===== src/rtl/seqdet_pkg.sv =====
// Shared types and sizing helpers for the runtime-programmable serial pattern detector.
package seqdet_pkg;

    localparam int DEFAULT_MAX_LEN = 8;

    typedef enum logic {
        IDLE  = 1'b0,
        ARMED = 1'b1
    } seqdet_state_t;

    // Width needed to hold a pattern length in the range 0..max_len.
    function automatic int len_w(input int max_len);
        return $clog2(max_len + 1);
    endfunction

endpackage


===== src/rtl/seqdet_if.sv =====
// Configuration, stream and result signals of the serial pattern detector.
interface seqdet_if
    import seqdet_pkg::*;
#(
    parameter int MAX_LEN = DEFAULT_MAX_LEN,
    parameter int CNT_W   = 16
);
    localparam int LEN_W = len_w(MAX_LEN);

    logic               cfg_load;
    logic [MAX_LEN-1:0] cfg_pattern;
    logic [LEN_W-1:0]   cfg_len;
    logic               cfg_overlap;
    logic               cnt_clr;
    logic               x_valid;
    logic               x;
    logic               armed;
    logic               cfg_err;
    logic               match;
    logic               match_q;
    logic [CNT_W-1:0]   match_count;

    modport master (
        output cfg_load, cfg_pattern, cfg_len, cfg_overlap, cnt_clr, x_valid, x,
        input  armed, cfg_err, match, match_q, match_count
    );

    modport slave (
        input  cfg_load, cfg_pattern, cfg_len, cfg_overlap, cnt_clr, x_valid, x,
        output armed, cfg_err, match, match_q, match_count
    );

endinterface


===== src/rtl/seqdet_window.sv =====
// History shift register, fill counter and length-masked comparator producing the raw hit.
module seqdet_window #(
    parameter int MAX_LEN = 8,
    parameter int LEN_W   = 4
) (
    input  logic               clk,
    input  logic               rst,
    input  logic               i_clear,
    input  logic               i_shift,
    input  logic               i_x,
    input  logic [LEN_W-1:0]   i_len,
    input  logic [MAX_LEN-1:0] i_pattern,
    output logic               o_hit
);

    logic [MAX_LEN-2:0] r_hist;
    logic [LEN_W-1:0]   r_fill;
    logic [MAX_LEN-1:0] w_full;
    logic [MAX_LEN-1:0] w_mask;
    logic [LEN_W-1:0]   w_len_m1;

    assign w_full   = {r_hist, i_x};
    assign w_len_m1 = i_len - LEN_W'(1);

    always_comb begin
        w_mask = '0;
        for (int i = 0; i < MAX_LEN; i++) begin
            w_mask[i] = (i < int'(i_len));
        end
    end

    assign o_hit = (r_fill >= w_len_m1) && (((w_full ^ i_pattern) & w_mask) == '0);

    // Clear wins over shift so a load or a non-overlapping match restarts the window.
    always_ff @(posedge clk or negedge rst) begin
        if (!rst) begin
            r_hist <= '0;
            r_fill <= '0;
        end else if (i_clear) begin
            r_hist <= '0;
            r_fill <= '0;
        end else if (i_shift) begin
            r_hist <= w_full[MAX_LEN-2:0];
            if (r_fill < w_len_m1) begin
                r_fill <= r_fill + LEN_W'(1);
            end
        end
    end

endmodule


===== src/rtl/seq_detector_param.sv =====
// Runtime-programmable serial pattern detector top: FSM, config registers, match pulse and counter.
// Optional feature macro: SEQDET_MATCH_COUNT_EN enables the saturating match counter.
module seq_detector_param
    import seqdet_pkg::*;
#(
    parameter int MAX_LEN = DEFAULT_MAX_LEN,
    parameter int CNT_W   = 16
) (
    input  logic     clk,
    input  logic     rst,
    seqdet_if.slave  bus
);

    localparam int LEN_W = len_w(MAX_LEN);
    localparam logic [LEN_W-1:0] MAX_LEN_L = LEN_W'(MAX_LEN);

    seqdet_state_t      r_state;
    seqdet_state_t      w_next;
    logic [MAX_LEN-1:0] r_pattern;
    logic [LEN_W-1:0]   r_len;
    logic               r_overlap;
    logic               r_cfg_err;
    logic               r_match_q;
    logic               w_len_ok;
    logic               w_accept;
    logic               w_match;
    logic               w_win_clear;
    logic               w_hit;

    assign w_len_ok = (bus.cfg_len != '0) && (bus.cfg_len <= MAX_LEN_L);

    always_ff @(posedge clk or negedge rst) begin
        if (!rst) begin
            r_state <= IDLE;
        end else begin
            r_state <= w_next;
        end
    end

    // A load always wins over a stream bit in the same cycle.
    always_comb begin
        w_next      = r_state;
        w_accept    = 1'b0;
        w_match     = 1'b0;
        w_win_clear = 1'b0;
        if (bus.cfg_load) begin
            w_next      = w_len_ok ? ARMED : IDLE;
            w_win_clear = 1'b1;
        end else if (r_state == ARMED && bus.x_valid) begin
            w_accept = 1'b1;
            w_match  = w_hit;
            if (w_hit && !r_overlap) begin
                w_win_clear = 1'b1;
            end
        end
    end

    always_ff @(posedge clk or negedge rst) begin
        if (!rst) begin
            r_pattern <= '0;
            r_len     <= '0;
            r_overlap <= 1'b0;
            r_cfg_err <= 1'b0;
            r_match_q <= 1'b0;
        end else begin
            r_match_q <= w_match;
            if (bus.cfg_load) begin
                r_cfg_err <= !w_len_ok;
                if (w_len_ok) begin
                    r_pattern <= bus.cfg_pattern;
                    r_len     <= bus.cfg_len;
                    r_overlap <= bus.cfg_overlap;
                end
            end
        end
    end

    seqdet_window #(
        .MAX_LEN (MAX_LEN),
        .LEN_W   (LEN_W)
    ) u_window (
        .clk       (clk),
        .rst       (rst),
        .i_clear   (w_win_clear),
        .i_shift   (w_accept),
        .i_x       (bus.x),
        .i_len     (r_len),
        .i_pattern (r_pattern),
        .o_hit     (w_hit)
    );

`ifdef SEQDET_MATCH_COUNT_EN
    logic [CNT_W-1:0] r_count;

    always_ff @(posedge clk or negedge rst) begin
        if (!rst) begin
            r_count <= '0;
        end else if (bus.cnt_clr || bus.cfg_load) begin
            r_count <= '0;
        end else if (w_match && (r_count != '1)) begin
            r_count <= r_count + CNT_W'(1);
        end
    end

    assign bus.match_count = r_count;
`else
    logic w_unused_cnt_clr;
    assign w_unused_cnt_clr = bus.cnt_clr;
    assign bus.match_count  = '0;
`endif

    assign bus.armed   = (r_state == ARMED);
    assign bus.cfg_err = r_cfg_err;
    assign bus.match   = w_match;
    assign bus.match_q = r_match_q;

endmodule


===== src/flat_wrapper.sv =====
// flat-port wrapper written by rule: the top's interface ports become plain ports
module seq_detector_param_flat import seqdet_pkg::*;
#(
    parameter int MAX_LEN = DEFAULT_MAX_LEN,
    parameter int CNT_W   = 16
)
  (clk, rst, bus_cfg_load, bus_cfg_pattern, bus_cfg_len, bus_cfg_overlap, bus_cnt_clr, bus_x_valid, bus_x, bus_armed, bus_cfg_err, bus_match, bus_match_q, bus_match_count);
  seqdet_if #(.MAX_LEN(MAX_LEN), .CNT_W(CNT_W)) bus_i ();
  input  logic clk;
  input  logic rst;
  input wire logic [$bits(bus_i.cfg_load)-1:0] bus_cfg_load;
  input wire logic [$bits(bus_i.cfg_pattern)-1:0] bus_cfg_pattern;
  input wire logic [$bits(bus_i.cfg_len)-1:0] bus_cfg_len;
  input wire logic [$bits(bus_i.cfg_overlap)-1:0] bus_cfg_overlap;
  input wire logic [$bits(bus_i.cnt_clr)-1:0] bus_cnt_clr;
  input wire logic [$bits(bus_i.x_valid)-1:0] bus_x_valid;
  input wire logic [$bits(bus_i.x)-1:0] bus_x;
  output wire logic [$bits(bus_i.armed)-1:0] bus_armed;
  output wire logic [$bits(bus_i.cfg_err)-1:0] bus_cfg_err;
  output wire logic [$bits(bus_i.match)-1:0] bus_match;
  output wire logic [$bits(bus_i.match_q)-1:0] bus_match_q;
  output wire logic [$bits(bus_i.match_count)-1:0] bus_match_count;
  assign bus_i.cfg_load = bus_cfg_load;
  assign bus_i.cfg_pattern = bus_cfg_pattern;
  assign bus_i.cfg_len = bus_cfg_len;
  assign bus_i.cfg_overlap = bus_cfg_overlap;
  assign bus_i.cnt_clr = bus_cnt_clr;
  assign bus_i.x_valid = bus_x_valid;
  assign bus_i.x = bus_x;
  assign bus_armed = bus_i.armed;
  assign bus_cfg_err = bus_i.cfg_err;
  assign bus_match = bus_i.match;
  assign bus_match_q = bus_i.match_q;
  assign bus_match_count = bus_i.match_count;
  seq_detector_param #(.MAX_LEN(MAX_LEN), .CNT_W(CNT_W)) u_core (.clk(clk), .rst(rst), .bus(bus_i));
endmodule

===== config.mk =====
export PLATFORM = sky130hd
export DESIGN_NAME = seq_detector_param_flat
export DESIGN_NICKNAME = d
export VERILOG_FILES = /design/src/rtl/seqdet_pkg.sv /design/src/rtl/seqdet_if.sv /design/src/rtl/seqdet_window.sv /design/src/rtl/seq_detector_param.sv /design/src/flat_wrapper.sv
export SDC_FILE = /design/constraint.sdc
export NUM_CORES = 1
export LEC_CHECK = 0
export ABC_AREA = 1
export BUFFER_PORTS_ARGS = -buffer_cell sky130_fd_sc_hd__clkbuf_2
export CAP_MARGIN = 20
export CORE_ASPECT_RATIO = 0.7
export CORE_MARGIN = 2
export CORE_UTILIZATION = 40
export DETAILED_ROUTE_END_ITERATION = 16
export GPL_TIMING_DRIVEN = 1
export HOLD_SLACK_MARGIN = 0.06
export PLACE_DENSITY = 0.7
export SYNTH_ARGS = -nofsm -noshare
export SYNTH_HDL_FRONTEND = slang
export SYNTH_SLANG_ARGS = --single-unit
export TNS_END_PERCENT = 10

===== constraint.sdc =====
create_clock -name clk -period 4.9 [get_ports clk]
set_clock_uncertainty 0.1 [all_clocks]
set_input_delay 0.98 -clock clk [delete_from_list [all_inputs] [get_ports clk]]
set_output_delay 0.98 -clock clk [all_outputs]
set_load 0.02 [all_outputs]

* After elaboration in Yosys (flattened, before gate mapping) *
Cells that the tools add are included.

storage, ports and cells
  output and inout port bits = 20
  bits in registers = 27
  word-level logic and storage cells = 48

cells by class
  bitwise operators = 2
  reductions and logical operators = 12
  $lt $le $gt $ge = 11
  add/sub/neg operators = 2
  muxes and demuxes = 13

operators by type and width
  cell                   number
  $lt A3 B4 Y1 const A   4
  $mux W7                2
  $mux W4                3
  $and A8 B8 Y8          1
  $logic_not A8 Y1       1
  $lt A1 B4 Y1 const A   2
  $lt A2 B4 Y1 const A   2
  $mux W1                8
  $xor A8 B8 Y8          1
  $add A4 B1 Y4 const B  1
  $ge A4 B4 Y1           1
  $le A4 B4 Y1 const B   1
  $logic_and A1 B1 Y1    4
  $lt A4 B4 Y1           1
  $reduce_and A2 Y1      2
  $reduce_bool A2 Y1     2
  $reduce_bool A4 Y1     1
  $sub A4 B1 Y4 const B  1
  $logic_not A1 Y1       2

* Logic depth before layout (Yosys ltp) *
  depth in word-level cells = 10
  mapped depth = 15
  depth with buffers taken out = 15

* Hierarchy *
A second synthesis with hierarchy kept.

second synthesis, totals
  cell total of the unflattened synthesis = 224
  area total of the unflattened synthesis = 1736.7 µm²

by module, submodules not included
  module              cells an instance  area an instance (µm²)  sequential area each (µm²)  instances
  seqdet_window       131                879.6                   275.3                       1
  seq_detector_param  93                 857.1                   400.4                       1

* Least setup slack after synthesis *
Ideal clock, no wire load.

  path kind = register -> output
  start = register u_core.r_len[0]
  end = output bus_match
  data required time = 3.820 ns
  buffers on the path = 0
  slack = 1.966 ns
  stages on the path, launching flop included = 13
  data arrival time = 1.854 ns
  path through = dfrtp_1 -> inv_1 -> ha_1 -> xnor2_1 -> ha_1 -> nand2_1 -> inv_1 -> nand2_1 -> nand2_4 -> nor2_1 -> nor2_4 -> nand2_1 -> nor2_1

on the way
  longest elaborated chain between the ends = 6
  elaborated cells between the ends (all ways) = 15
  those cells by class = add/sub (1); order compare (9); mux (2); bitwise (1); reduce/logical (2)

ends and longest elaborated chain
  item                                                                   RTL line                  text
  start: declaration                                                     seq_detector_param.sv:20  logic [LEN_W-1:0] r_len;
  start signal: assignment                                               seq_detector_param.sv:71  r_len <= bus.cfg_len;
  parallel branches: the longest is 3 deep, another holds $sub A4 B1 Y4  -
  $logic_and A1 B1 Y1 *                                                  seqdet_window.sv:32       assign o_hit = (r_fill >= w_len_m1) && (((w_full ^ i_pattern) & w_mask) == '0);
  $mux W1 *                                                              seq_detector_param.sv:49  end else if (r_state == ARMED && bus.x_valid) begin
  $mux W1 *                                                              seq_detector_param.sv:46  if (bus.cfg_load) begin
  end: declaration                                                       flat_wrapper.sv:20        output wire logic [$bits(bus_i.match)-1:0] bus_match;

Every way passes the cells marked *.

* Worst setup path in the final report *
Ends and elaborated chain as after synthesis.

==> summary.txt <==
Floorplan
  • Die height: 59.2 um
  • Die X: 82.9 um
  • Placeable Area: 0.00425 sq mm
  • Die Area: 0.00491 sq mm
  • Cell Rows: 20
  • Initial Util: 0.410
  • Ports: 39

Final layout
  • Register area: 676 sq um
  • # fillers: 437
  • Commonest non-fill, non-tap cell in the layout: nand2_1
  • Most frequent cells in the layout: nand2_1, dfrtp_1, inv_1
  • Finished Cell Area: 0.00188 sq mm
  • P&R area growth vs syn: 7.97%
  • ANT cells: 0
  • Layout cell share with drive strength beyond 1: 0.224
  • Net count, final: 265
  • Multi-input gate area: 876 sq um

Timing
  • Setup tns final: 0 ns
  • Worst Max-Slew Pin Slew: 0.673 ns
  • Final WS setup: 1.48 ns
  • Final number of setup-violating endpoints: 0
  • RSZ-0062 raised after global routing: no
  • Rel. slew slack: 0.551
  • Final min period: 3.42 ns
  • Final Hold Fails: 0
  • Max Clk Rate: 293 MHz
  • Fin. max-slew vios: 0
  • Fin crit share: 0.698

Synth
  • Post-Synth Simple-Gate Area: 0.315
  • Synthesized area per cell: 8.07 sq um
  • Largest family of logic cells by synthesized area: simple AND/OR/NAND/NOR gates
  • XOR/XNOR share of the synthesized area: 0.0302
  • Syn Inst Count: 216
  • Library cells used by synthesis: 25
  • Largest area contributor in the netlist: dfrtp_1
  • Synth area leaders: dfrtp_1, nand2_1, buf_4, ha_1, nand3_2
  • Post-synth top area share: 0.388
  • Post-synthesis register bit count: 27
  • Adder-Cell Fraction of Synth Area: 0.0574
  • Post-synthesis mux area share: 0
  • Post-Syn Area: 0.00174 sq mm
  • YS warnings: 0
  • Compound-gate portion of the synthesized area: 0.0653
  • Sequential area share after synthesis: 0.388

Pwr
  • Psw: 0.234 mW
  • Cell leakage power: 0.997 nW
  • Gate power share: 0.338
  • Clk pwr share: 0.205
  • Pwr Total: 0.620 mW
  • Part of the power in registers: 0.457
  • Internal power: 0.386 mW
  • Worst vdd ir: 154 uV
  • Switching share of total power: 0.377
  • PwrDens: 330 mW/mm^2

Critical path
  • Crit Path Max Fanout: 4
  • CP required: 3.82 ns
  • CP Launch Type: register
  • Crit path kind: register to primary output
  • Endpoint class of the critical path: primary output
  • Arr. time, crit path: 2.34 ns

Global routing
  • Vias in the first global route: 1144
  • Largest net degree at the start of global routing: 28
  • Global-route wire length before repair: 5420 um
  • GRT Util Overall: 0.140
  • Initial antenna violation count: 0
  • GR Overflow Total: 0

Clock tree
  • Hold buffers post-CTS: 0
  • CTS max path bufs: 2
  • Post-cts sizing count: 0
  • Cts bufs inserted: 3
  • Clock-pin slew on the worst setup and hold paths: 0.09 ns
  • Clock Latency Late Sink: 0.27 ns
  • Clock root cell: clkbuf_8
  • Htree depth: 1
  • CTS sink cnt: 27
  • Clock tree from TritonCTS: built
  • Post-CTS Setup Inserts: 0

Detailed routing
  • Remaining antenna violation count after routing: 0
  • Vias: 1285
  • Via density: 4.40
  • Wirelength per Cell: 10.9 um
  • Residual DRC: 0
  • Routed wire length: 3190 um
  • Initial DRC Count: 62
  • Pre-Repair DR Iteration Count: 4

Place
  • Dpl hpwl: 2530 um
  • Placed Instance Area: 0.00184 sq mm
  • Pre-CTS setup slack: 1.77 ns
  • Gpl congestion: 0.809
  • Port Buffers: 21

Worst hold path
  • Hold Path Class: register to register

Flow run
  • Max cap viols: 0

Status
  • Status: finished clean
[Yosys cell counts]
| cell type | n |
|---|---|
| nand3_1 | 12 |
| conb_1 | 1 |
| ha_1 | 8 |
| o21ai_2 | 5 |
| nand3_2 | 9 |
| nand3_4 | 2 |
| xor2_1 | 4 |
| or2_1 | 1 |
| o21ai_0 | 4 |
| dfrtp_1 | 27 |
| inv_4 | 2 |
| nand2_1 | 65 |
| clkinv_1 | 1 |
| o21ai_1 | 8 |
| inv_1 | 24 |
| buf_4 | 17 |
| nand2_2 | 4 |
| nand2_4 | 2 |
| nor2_1 | 10 |
| nor2_4 | 2 |
| a21oi_1 | 2 |
| buf_2 | 2 |
| inv_2 | 1 |
| nor2_2 | 1 |
| xnor2_1 | 2 |
[through the flow]
stage,std cells,hold WS (ns),util
6_report,292,0.417,0.442
5_1_grt,292,0.463,0.442
4_1_cts,292,0.415,0.442
3_5_place_dp,288,0.391,0.431
3_3_place_gp,288,0.393,0.431
2_1_floorplan,231,0.363,-
[area by class of cell]
cell class / instances / area share
inverters: 28 / 0.0585
clock inverters: 1 / 0.00266
flip-flops and latches: 27 / 0.359
multi-input cells: 157 / 0.465
clock buffers: 3 / 0.0219
repair buffers: 21 / 0.0559
well taps: 55 / 0.0366
[sequential cells by signal (all words and copies together) (netlist names)]
name                    flops
u_core.bus.match_q          1
u_core.r_len                4
u_core.bus.cfg_err          1
u_core.r_overlap            1
u_core.u_window.r_hist      7
u_core.bus.armed            1
u_core.u_window.r_fill      4
u_core.r_pattern            8
[per-layer routing]
metal / GRT usage / vias to the layer above / routed length [um]
li1: - / 683 / -
met5: 0 / - / 0
met3: 0.0432 / 0 / 160
met2: 0.210 / 34 / 1310
met4: 0.00703 / 0 / 0
met1: 0.210 / 568 / 1720
[critical path: stages, from the launching register on]
cell,delay (ns)
dfrtp_1,0.41
inv_1,0.14
ha_1,0.25
xnor2_1,0.10
ha_1,0.28
nand2_1,0.07
inv_1,0.05
nand2_1,0.08
nand2_4,0.08
nor2_1,0.07
nor2_4,0.13
nand2_1,0.08
nor2_1,0.13
clkbuf_2,0.19
[worst paths after layout]
| kind | cells after the start | end | slack (ns) | from |
|---|---|---|---|---|
| worst min-delay path | 2 | u_core.r_pattern[0] | 0.42 | u_core.r_pattern[0] |
| worst min register to register | 2 | u_core.r_pattern[0] | 0.42 | u_core.r_pattern[0] |
| min in group asynchronous | 1 | u_core.bus.match_q | 0.62 | rst |
| max in group asynchronous | 1 | u_core.u_window.r_fill[1] | 3.65 | rst |
| worst max register to register | 15 | u_core.u_window.r_hist[6] | 2.52 | u_core.r_len[0] |
| worst max-delay path | 13 | bus_match | 1.48 | u_core.r_len[0] |
[logic make-up after synthesis]
kind of cell	after synthesis
AND/OR/NAND/NOR	108
buffers and inverters	47
flip-flops	27
AO/OA/AOI/OAI	19
adder cells (fa/ha/maj)	8
XOR/XNOR	6
other	1
[power groups by stage]
stage	Clock (mW)	Combinational [mW]	Sequential, mW
2_1_floorplan	0	0.177	0.281
3_3_place_gp	0	0.205	0.287
3_5_place_dp	0	0.211	0.288
4_1_cts	0.131	0.212	0.284
5_1_grt	0.140	0.243	0.288
6_report	0.127	0.209	0.284
No activity file was read; power rests on OpenSTA's default activity.
